`config.mk`:
```
export PLATFORM = sky130hd
export DESIGN_NAME = crossbar_nxm_buffered_flat
export DESIGN_NICKNAME = d
export VERILOG_FILES = /design/src/rtl/crossbar_pkg.sv /design/src/rtl/crossbar_nxm_buffered_if.sv /design/src/rtl/xbar_out_fifo2.sv /design/src/rtl/crossbar_nxm_buffered.sv /design/src/flat_wrapper.sv
export SDC_FILE = /design/constraint.sdc
export NUM_CORES = 1
export LEC_CHECK = 0
export CORE_ASPECT_RATIO = 1.5
export CORE_MARGIN = 1
export CORE_UTILIZATION = 55
export DETAILED_ROUTE_END_ITERATION = 8
export DONT_BUFFER_PORTS = 1
export HOLD_SLACK_MARGIN = 0.05
export PLACE_DENSITY = 0.7
export SLEW_MARGIN = 20
export SYNTH_ARGS = -nofsm -noshare
export SYNTH_HDL_FRONTEND = slang
export SYNTH_SLANG_ARGS = --single-unit
```
`constraint.sdc`:
```
create_clock -name clk -period 2.85 [get_ports clk]
set_input_delay 0.285 -clock clk [delete_from_list [all_inputs] [get_ports clk]]
set_output_delay 0.285 -clock clk [all_outputs]
set_load 0.005 [all_outputs]
```
`src/rtl/crossbar_pkg.sv`:
```
// Shared constants and helpers for the buffered N x M crossbar.
// Control fields are packed with output 0 in the MSBs.
package crossbar_pkg;

    localparam int XBAR_CNT_W = 16;

    typedef logic [XBAR_CNT_W-1:0] xfer_cnt_t;

    // LSB position of output k's {en, sel} field inside the control word.
    function automatic int ctrl_field_lsb(input int k, input int n_outputs, input int sel_w);
        return (n_outputs - 1 - k) * (sel_w + 1);
    endfunction

endpackage

```
`src/rtl/crossbar_nxm_buffered_if.sv`:
```
// Val/rdy bundle for the buffered crossbar: receive side, send side and control.
// Optional macro XBAR_PERF_CNT_EN adds the per-output xfer_cnt bus.
interface crossbar_nxm_buffered_if #(
    parameter int BIT_WIDTH = 32,
    parameter int N_INPUTS  = 4,
    parameter int N_OUTPUTS = 4
) ();
    localparam int SEL_W             = $clog2(N_INPUTS);
    localparam int CONTROL_BIT_WIDTH = N_OUTPUTS * (SEL_W + 1);

    logic [BIT_WIDTH-1:0]         recv_msg [N_INPUTS];
    logic [N_INPUTS-1:0]          recv_val;
    logic [N_INPUTS-1:0]          recv_rdy;
    logic [BIT_WIDTH-1:0]         send_msg [N_OUTPUTS];
    logic [N_OUTPUTS-1:0]         send_val;
    logic [N_OUTPUTS-1:0]         send_rdy;
    logic [CONTROL_BIT_WIDTH-1:0] control;
    logic                         control_val;
    logic                         control_rdy;
`ifdef XBAR_PERF_CNT_EN
    crossbar_pkg::xfer_cnt_t      xfer_cnt [N_OUTPUTS];
`endif

    // Environment side: produces messages and control, consumes outputs.
    modport master (
        output recv_msg, recv_val, send_rdy, control, control_val,
`ifdef XBAR_PERF_CNT_EN
        input  xfer_cnt,
`endif
        input  recv_rdy, send_msg, send_val, control_rdy
    );

    // Crossbar side.
    modport slave (
        input  recv_msg, recv_val, send_rdy, control, control_val,
`ifdef XBAR_PERF_CNT_EN
        output xfer_cnt,
`endif
        output recv_rdy, send_msg, send_val, control_rdy
    );

endinterface

```
`src/rtl/xbar_out_fifo2.sv`:
```
// Two-entry val/rdy FIFO decoupling one crossbar output; head is driven from storage.
// Enqueue into a full FIFO is accepted only when the head leaves in the same cycle.
module xbar_out_fifo2 #(
    parameter int W = 32
) (
    input  logic         clk,
    input  logic         reset,
    input  logic         enq_val_i,
    input  logic [W-1:0] enq_msg_i,
    input  logic         deq_rdy_i,
    output logic [W-1:0] deq_msg_o,
    output logic         full_o,
    output logic         empty_o,
    output logic         deq_fire_o
);
    logic [W-1:0] mem_q [2];
    logic         wr_ptr_q, wr_ptr_d;
    logic         rd_ptr_q, rd_ptr_d;
    logic [1:0]   cnt_q, cnt_d;
    logic         enq_fire;

    assign empty_o    = (cnt_q == 2'd0);
    assign full_o     = (cnt_q == 2'd2);
    assign deq_fire_o = !empty_o && deq_rdy_i;
    assign enq_fire   = enq_val_i && (!full_o || deq_fire_o);
    assign deq_msg_o  = mem_q[rd_ptr_q];

    always_comb begin
        // NOTE: every next-state signal gets its default first, so no path can infer a latch.
        wr_ptr_d = wr_ptr_q;
        rd_ptr_d = rd_ptr_q;
        cnt_d    = cnt_q;
        if (enq_fire)   wr_ptr_d = ~wr_ptr_q;
        if (deq_fire_o) rd_ptr_d = ~rd_ptr_q;
        case ({enq_fire, deq_fire_o})
            2'b10:   cnt_d = cnt_q + 2'd1;
            2'b01:   cnt_d = cnt_q - 2'd1;
            default: cnt_d = cnt_q;
        endcase
    end

    always_ff @(posedge clk or negedge reset) begin
        if (!reset) begin
            // NOTE: storage is reset deliberately because the head entry is the visible send_msg.
            mem_q[0] <= '0;
            mem_q[1] <= '0;
            wr_ptr_q <= 1'b0;
            rd_ptr_q <= 1'b0;
            cnt_q    <= 2'd0;
        end else begin
            // NOTE: state registers use non-blocking assignments so all of them update together.
            if (enq_fire) mem_q[wr_ptr_q] <= enq_msg_i;
            wr_ptr_q <= wr_ptr_d;
            rd_ptr_q <= rd_ptr_d;
            cnt_q    <= cnt_d;
        end
    end

endmodule

```
`src/rtl/crossbar_nxm_buffered.sv`:
```
// N_INPUTS x N_OUTPUTS val/rdy crossbar with broadcast and a 2-entry FIFO per output.
// Define XBAR_PERF_CNT_EN to add saturating per-output send-handshake counters (xfer_cnt).
module crossbar_nxm_buffered
    import crossbar_pkg::*;
#(
    parameter  int BIT_WIDTH         = 32,
    parameter  int N_INPUTS          = 4,
    parameter  int N_OUTPUTS         = 4,
    localparam int SEL_W             = $clog2(N_INPUTS),
    localparam int CONTROL_BIT_WIDTH = N_OUTPUTS * (SEL_W + 1)
) (
    input  logic                   clk,
    input  logic                   reset,
    crossbar_nxm_buffered_if.slave xbar
);
    typedef struct packed {
        logic             en;
        logic [SEL_W-1:0] sel;
    } ctrl_field_t;

    logic [CONTROL_BIT_WIDTH-1:0] ctrl_q, ctrl_d;
    logic                         ctrl_fire;
    ctrl_field_t                  fld       [N_OUTPUTS];
    logic [N_OUTPUTS-1:0]         full, empty, deq_fire, can_take, enq_val;
    logic [BIT_WIDTH-1:0]         enq_msg   [N_OUTPUTS];
    logic [BIT_WIDTH-1:0]         head_msg  [N_OUTPUTS];
    logic [N_OUTPUTS-1:0]         sel_mask  [N_INPUTS];
    logic [N_INPUTS-1:0]          recv_rdy_w;

    // A route change is only taken with every FIFO empty, so no message straddles two routes.
    assign xbar.control_rdy = &empty;
    assign ctrl_fire        = xbar.control_val && xbar.control_rdy;
    assign ctrl_d           = ctrl_fire ? xbar.control : ctrl_q;

    always_ff @(posedge clk or negedge reset) begin
        if (!reset) ctrl_q <= '0;
        else        ctrl_q <= ctrl_d;
    end

    for (genvar k = 0; k < N_OUTPUTS; k++) begin : g_out
        assign fld[k]      = ctrl_q[ctrl_field_lsb(k, N_OUTPUTS, SEL_W) +: SEL_W + 1];
        assign can_take[k] = !full[k] || deq_fire[k];

        xbar_out_fifo2 #(.W(BIT_WIDTH)) u_fifo (
            .clk       (clk),
            .reset     (reset),
            .enq_val_i (enq_val[k]),
            .enq_msg_i (enq_msg[k]),
            .deq_rdy_i (xbar.send_rdy[k]),
            .deq_msg_o (head_msg[k]),
            .full_o    (full[k]),
            .empty_o   (empty[k]),
            .deq_fire_o(deq_fire[k])
        );
    end

    assign xbar.send_msg = head_msg;
    assign xbar.send_val = ~empty;
    assign xbar.recv_rdy = recv_rdy_w;

    // An input is ready only if every output selecting it can take a message this cycle.
    always_comb begin
        sel_mask   = '{default: '0};
        recv_rdy_w = '0;
        for (int i = 0; i < N_INPUTS; i++) begin
            for (int k = 0; k < N_OUTPUTS; k++) begin
                sel_mask[i][k] = fld[k].en && (int'(fld[k].sel) == i);
            end
            recv_rdy_w[i] = (|sel_mask[i]) && ((sel_mask[i] & ~can_take) == '0) && !ctrl_fire;
        end
    end

    // All-or-nothing fork: each selecting output enqueues on its input's handshake.
    always_comb begin
        enq_val = '0;
        enq_msg = '{default: '0};
        for (int k = 0; k < N_OUTPUTS; k++) begin
            for (int i = 0; i < N_INPUTS; i++) begin
                if (sel_mask[i][k]) begin
                    enq_val[k] = xbar.recv_val[i] && recv_rdy_w[i];
                    enq_msg[k] = xbar.recv_msg[i];
                end
            end
        end
    end

`ifdef XBAR_PERF_CNT_EN
    xfer_cnt_t cnt_q [N_OUTPUTS];
    xfer_cnt_t cnt_d [N_OUTPUTS];

    always_comb begin
        for (int k = 0; k < N_OUTPUTS; k++) begin
            cnt_d[k] = cnt_q[k];
            if (ctrl_fire)                          cnt_d[k] = '0;
            else if (deq_fire[k] && cnt_q[k] != '1) cnt_d[k] = cnt_q[k] + 1'b1;
        end
    end

    always_ff @(posedge clk or negedge reset) begin
        if (!reset) cnt_q <= '{default: '0};
        else        cnt_q <= cnt_d;
    end

    assign xbar.xfer_cnt = cnt_q;
`endif

endmodule

```
`src/flat_wrapper.sv`:
```
// flat-port wrapper written by rule: the top's interface ports become plain ports
module crossbar_nxm_buffered_flat import crossbar_pkg::*;
#(
    parameter  int BIT_WIDTH         = 32,
    parameter  int N_INPUTS          = 4,
    parameter  int N_OUTPUTS         = 4,
    localparam int SEL_W             = $clog2(N_INPUTS),
    localparam int CONTROL_BIT_WIDTH = N_OUTPUTS * (SEL_W + 1)
)
  (clk, reset, xbar_recv_msg, xbar_recv_val, xbar_send_rdy, xbar_control, xbar_control_val, xbar_recv_rdy, xbar_send_msg, xbar_send_val, xbar_control_rdy);
  crossbar_nxm_buffered_if #(.BIT_WIDTH(BIT_WIDTH), .N_INPUTS(N_INPUTS), .N_OUTPUTS(N_OUTPUTS)) xbar_i ();
  input  logic clk;
  input  logic reset;
  input wire logic [$bits(xbar_i.recv_msg)-1:0] xbar_recv_msg;
  input wire logic [$bits(xbar_i.recv_val)-1:0] xbar_recv_val;
  input wire logic [$bits(xbar_i.send_rdy)-1:0] xbar_send_rdy;
  input wire logic [$bits(xbar_i.control)-1:0] xbar_control;
  input wire logic [$bits(xbar_i.control_val)-1:0] xbar_control_val;
  output wire logic [$bits(xbar_i.recv_rdy)-1:0] xbar_recv_rdy;
  output wire logic [$bits(xbar_i.send_msg)-1:0] xbar_send_msg;
  output wire logic [$bits(xbar_i.send_val)-1:0] xbar_send_val;
  output wire logic [$bits(xbar_i.control_rdy)-1:0] xbar_control_rdy;
  assign xbar_i.recv_msg = {>>{xbar_recv_msg}};
  assign xbar_i.recv_val = xbar_recv_val;
  assign xbar_i.send_rdy = xbar_send_rdy;
  assign xbar_i.control = xbar_control;
  assign xbar_i.control_val = xbar_control_val;
  assign xbar_recv_rdy = xbar_i.recv_rdy;
  assign xbar_send_msg = {>>{xbar_i.send_msg}};
  assign xbar_send_val = xbar_i.send_val;
  assign xbar_control_rdy = xbar_i.control_rdy;
  crossbar_nxm_buffered #(.BIT_WIDTH(BIT_WIDTH), .N_INPUTS(N_INPUTS), .N_OUTPUTS(N_OUTPUTS)) u_core (.clk(clk), .reset(reset), .xbar(xbar_i));
endmodule
```
Word level (Yosys, flattened, before mapping). Cells that the tools add are included.

Flip-flop bits (word level): 284. Input bits: 151. Output and inout port bits: 137. Word-level logic and storage cells: 222.

Add/subtract/negate cells: 8. Order comparisons: 12. Eq/ne operators: 24. Multiplexer cells: 60. Bitwise gates (word level): 22. Reduce and logical (&&, ||, !) cells: 75.

Operators by type and width (count): $mux 32 (32); $bwmux 64 (4); $demux 32 s1 (4); $logic_and 1x1->1 (41); $eq 2x2->1 const B (16); $and 4x4->4 (4); $eq 2x1->1 const B (8); $ge 2x2->1 const B (8); $logic_not 2->1 (8); $logic_not 4->1 (4); $mux 1 (16); $not 1->2 (8); $pmux 2 s2 (4); $reduce_or 4->1 (4); $logic_not 1->1 (9); $add 2x1->2 const B (4); $lt 2x1->1 const B (4); $not 1->1 (8); $not 4->4 (2); $reduce_bool 2->1 (4); $sub 2x1->2 const B (4); $logic_or 1x1->1 (4); $reduce_and 4->1 (1).

Depth between registers and ports, before layout.
Depth in word-level cells: 17. Mapped depth: 10. Gate-level depth less buffers: 9.

Modules after synthesis. Synthesis repeated with hierarchy kept, for this count alone.

Cell total of the unflattened synthesis: 1198. Area total of the unflattened synthesis: 17765.8 um^2.

Modules (own cells, without submodules): xbar_out_fifo2 at u_core.g_out[0].u_fifo ... (instances 3, cells each 196, area an instance 3240.6 um^2, sequential area each 1701.6 um^2); crossbar_nxm_buffered (instances 1, cells each 421, area an instance 5006.1 um^2, sequential area each 300.3 um^2); xbar_out_fifo2 at u_core.g_out[3].u_fifo (instances 1, cells each 189, area an instance 3037.9 um^2, sequential area each 1701.6 um^2).

Least setup slack after synthesis. No wires, ideal clock.

Kind: flip-flop to flip-flop. Start: reg u_core.ctrl_q[3]. End: reg u_core.g_out[0].u_fifo.mem_q[10] in the netlist's numbering. Library setup time: 125 ps. Arrival time: 2494 ps. Data required time: 2725 ps. Path slack: 231 ps. Cell stages (with the launch flop): 10. Path buffers: 3. Clock period less this slack: 2619 ps. Cells stage by stage: dfrtp_1 buf_4 and3_1 a32oi_2 nand4_1 mux4_2 or3b_1 buf_2 buf_6 mux2_4.

Longest elaborated chain between the ends: 12. Elaborated cells between the ends (all ways): 37. Those cells by class: 3 x eq/ne; 4 x mux; 4 x bitwise; 26 x reduce/logical.

Ends and longest elaborated chain: start: declaration (RTL line crossbar_nxm_buffered.sv:21) `logic [CONTROL_BIT_WIDTH-1:0] ctrl_q, ctrl_d;`; start signal: assignment (RTL line crossbar_nxm_buffered.sv:37) `else ctrl_q <= ctrl_d;`; $logic_not 2->1 (RTL line crossbar_nxm_buffered.sv:67) `sel_mask[i][k] = fld[k].en && (int'(fld[k].sel) == i);`; $logic_and 1x1->1 (RTL line crossbar_nxm_buffered.sv:67); $and 4x4->4 (RTL line crossbar_nxm_buffered.sv:69) `recv_rdy_w[i] = (|sel_mask[i]) && ((sel_mask[i] & ~can_take) == '0) && !ctrl_fire;`; $logic_not 4->1 (RTL line crossbar_nxm_buffered.sv:69); $logic_and 1x1->1 (2 in series) (RTL line crossbar_nxm_buffered.sv:69); $logic_and 1x1->1 (RTL line crossbar_nxm_buffered.sv:80) `enq_val[k] = xbar.recv_val[i] && recv_rdy_w[i];`; $mux 1 (3 in series) (RTL line crossbar_nxm_buffered.sv:79) `if (sel_mask[i][k]) begin`; $mux 1 (*) (RTL line crossbar_nxm_buffered.sv:79); $logic_and 1x1->1 (*) (RTL line xbar_out_fifo2.sv:25) `assign enq_fire = enq_val_i && (!full_o || deq_fire_o);`; end signal: indexed assignment (RTL line xbar_out_fifo2.sv:52) `if (enq_fire) mem_q[wr_ptr_q] <= enq_msg_i;`; end: declaration (RTL line xbar_out_fifo2.sv:16) `logic [W-1:0] mem_q [2];`.

Every way passes the cells marked *; elsewhere a longest branch is shown, timed or not. A chain may end at the register's enable or synchronous reset.

Worst setup path after layout.
Start: reg u_core.ctrl_q[11]. End: reg u_core.g_out[2].u_fifo.mem_q[1] in the netlist's numbering.

Longest elaborated chain between the ends: 11. Elaborated cells between the ends (all ways): 33. Those cells by class: 4 x mux; 4 x bitwise; 25 x reduce/logical.

Ends and longest elaborated chain (RTL line): $logic_and 1x1->1 (crossbar_nxm_buffered.sv:67); $and 4x4->4 (crossbar_nxm_buffered.sv:69); $logic_not 4->1 (crossbar_nxm_buffered.sv:69); $logic_and 1x1->1 (2 in series) (crossbar_nxm_buffered.sv:69); $logic_and 1x1->1 (crossbar_nxm_buffered.sv:80); $mux 1 (3 in series) (crossbar_nxm_buffered.sv:79); $mux 1 (*) (crossbar_nxm_buffered.sv:79); $logic_and 1x1->1 (*) (xbar_out_fifo2.sv:25); end signal: indexed assignment (xbar_out_fifo2.sv:52); end: declaration (xbar_out_fifo2.sv:16).

Marks and branches as above.

==> impl_metrics.tcl <==
set metrics [dict create \
    yosys-top-cells-area "dfrtp_1, mux2_2, mux4_2, mux2_4, and2_1" \
    wirelength_mm 46.13 \
    critPathKind "flip-flop to flip-flop" \
    clk_path_buf_depth 3 \
    synth_ff_type "dfrtp_1" \
    crit_end "u_core.g_out[2].u_fifo.mem_q[1]" \
    design.die.area_sq_um 31300 \
    ios 288 \
    worstPathArrival_ns 3.22 \
    initial_core_util_pct 55.78 \
    grt_antenna_before_repair 0 \
    end_kind "flip-flop" \
    diodes 0 \
    ys_seq_area_share_pct 42.25 \
    fin_skew_ns 0.008784 \
    async_flop_share_pct 100.0 \
    intPower_mw 14.15 \
    hold_violations 284 \
    avgSynthCellArea_sq_um 14.30 \
    htreeDepth 1 \
    power_density_nw_per_um2 1154 \
    grt_start_max_net_pins 285 \
    synth-seq-cells 284 \
    die_h_um 216.2 \
    dpl.hpwl_mm 32.99 \
    rsz0062_at_grt "no" \
    place_area_sq_um 17670 \
    regArea_sq_um 7122 \
    slew_viol_final 0 \
    grt_pass1_wl_mm 69.92 \
    ys_types 44 \
    clock_latency_ns 0.57 \
    route.detailed.drc 0 \
    synth_common_cells "mux2_2, dfrtp_1, and2_1, mux4_2, mux2_4" \
    grt_use_total_pct 30.43 \
    gp_congestion 0.9004 \
    p_sw_mw 7.777 \
    drt_iter0_markers 516 \
    cts_tree "done" \
    cts_hold_buf 16 \
    io_buffers 0 \
    die_x_um 144.8 \
    cp-start-kind "flip-flop" \
    grt-ovfl-total 0 \
    synth.largest_area_cell "dfrtp_1" \
    regToRegEndpoint "u_core.g_out[2].u_fifo.mem_q[1]" \
    final_cells 1635 \
    status "finished, violations left" \
    fmax_mhz 360.5 \
    p_clk_share_pct 19.6 \
    stdcell_area_sq_um 19000 \
    cts_root_buf "clkbuf_16" \
    fillers 2279 \
    reg2reg_depth 7 \
    core-area_sq_um 30160 \
    synth_cells 1176 \
    clock_sinks 284 \
    crit_fanout 15 \
    dr.pass1.iters 5 \
    post-place-cells 1559 \
    clk_pin_slew_ns 0.06 \
    slew_headroom_pct 21.42 \
    synth-edff-count 0 \
    ant_nets 0 \
    r2r_slack_ns 0.08 \
    vdd_ir_drop_max_mv 0.6056 \
    setup_violations 0 \
    worst_slew_pin_slew_ns 1.179 \
    vias_per_cell 6.366 \
    synth.most_common_cell "mux2_2" \
    maxCapViolCount 0 \
    cp-startpoint "u_core.ctrl_q[11]" \
    ys_warn_count 0 \
    grt_pass1_vias 11490 \
    pwr-share-comb_pct 48.3 \
    failed_checks "negative hold slack" \
    syn-num-nets 1331 \
    period_needed_ns 2.774 \
    layout-drive-gt1-share_pct 54.66 \
    required_ns 3.30 \
    p_leak_nw 8.690 \
    power_frac_seq_pct 32.1 \
    hp-class "input port to async pin" \
    r2r_start "u_core.ctrl_q[11]" \
    finalNetCount 1367 \
    wire_per_inst_um 28.21 \
    post-route-period-util_pct 97.32 \
    synth.cell_area_sq_um 16820 \
    dr_total_vias 10410 \
    switching_share_pct 35.46 \
    multiInputGateArea_sq_um 9316 \
    whs_ns -0.5810 \
    syn2layout_area_growth_pct 12.99 \
    synth_top_area_share_pct 42.25 \
    fp-row-count 78 \
    tritoncts.num_buffers 30 \
]
power groups by stage:
stage / Combinational [mW] / Clock [mW] / Sequential [mW]
floorplan: 8.01 / 0 / 6.38
global placement: 10.4 / 0 / 6.97
detailed placement: 10.6 / 0 / 7.06
CTS: 10.7 / 4.39 / 7.02
global route: 11.3 / 4.53 / 7.27
finish: 10.6 / 4.30 / 7.03
through the flow:
stage                     TNS, ns  power, mW  util [%]  worst slack (ns)
after detailed placement   -2.018      17.63     58.61          -0.06717
after floorplan                 0      14.39         -            0.2311
after global routing            0      23.08     63.02          0.002127
final                           0      21.93     63.02           0.07644
after global placement     -1.117      17.40     58.61          -0.05689
after CTS                       0      22.08     62.87           0.01708
routing by layer:
metal | track usage [%] | share of wire, %
met5 | 0 | 0
met4 | 13.26 | 4.2
met2 | 53.75 | 53
met1 | 34.78 | 36
met3 | 6.805 | 7.1
flip-flops by register name, indices dropped and copies added, names as in the netlist:
name                          flops
u_core.g_out.u_fifo.wr_ptr_q      4
u_core.g_out.u_fifo.mem_q       256
u_core.g_out.u_fifo.cnt_q         8
u_core.g_out.u_fifo.rd_ptr_q      4
u_core.ctrl_q                    12
layout make-up:
type	instances	share of cell area, %
multi-input combinational	795	49.02
sequential	284	37.47
timing repair buffer	99	5.129
clock buffer	42	4.510
tap	400	2.633
clock inverter	13	1.192
inverter	2	0.03950
worst max-delay path, stage by stage, from the launching register on:
cell and delay (ns):
dfrtp_1 0.44, nor4bb_1 0.20, a32oi_2 0.27, nand4_1 0.21, mux4_2 0.57, or3b_4 0.46, buf_12 0.18, mux2_4 0.31
worst min path at each step:
stage,end,slack [ns],cells past startpoint
after floorplan,u_core.ctrl_q[0],-0.01,0
after global placement,u_core.g_out[3].u_fifo.mem_q[5],-0.003,0
after detailed placement,u_core.g_out[3].u_fifo.mem_q[5],-0.002,0
after CTS,u_core.g_out[3].u_fifo.mem_q[5],-0.60,0
after global routing,u_core.g_out[3].u_fifo.mem_q[5],-0.60,0
final,u_core.g_out[3].u_fifo.mem_q[5],-0.58,0
logic make-up after synthesis:
logic type                 count (synthesis)  synth area share, %
DFF                                      284                42.25
muxes                                    514                44.45
buffers and inverters                     97                2.693
adders and majority gates                  4               0.2976
AOI/OAI and AO/OA                         20               0.9522
and+or+nand+nor                          237                8.309
xor gates and xnor gates                  20                1.041
layout by cell type, fill, tap and decap left out, types with 6 or more instances in the layout:
cell / netlist / layout
mux2_4: 60 / 60
nand2_1: 41 / 41
nand3_1: 8 / 6
dlygate4sd3_1: 0 / 16
clkbuf_1: 44 / 7
nor2_1: 9 / 9
mux4_2: 130 / 130
xor2_1: 8 / 8
bufinv_16: 0 / 6
xnor2_1: 12 / 12
dfrtp_1: 284 / 272
or2_2: 6 / 6
and2_1: 133 / 133
buf_12: 0 / 15
buf_4: 3 / 67
clkbuf_16: 0 / 31
mux2_2: 319 / 319
dfrtp_2: 0 / 12
what timing repair did:
action / in CTS / in global routing
hold endpoints to repair: 300 / 284
resized for setup: 2 / 6
setup buffers: 3 / 2
pin swaps: 1 / 4
setup endpoints to repair: 66 / 195
No activity file was read; power rests on OpenSTA's default activity.
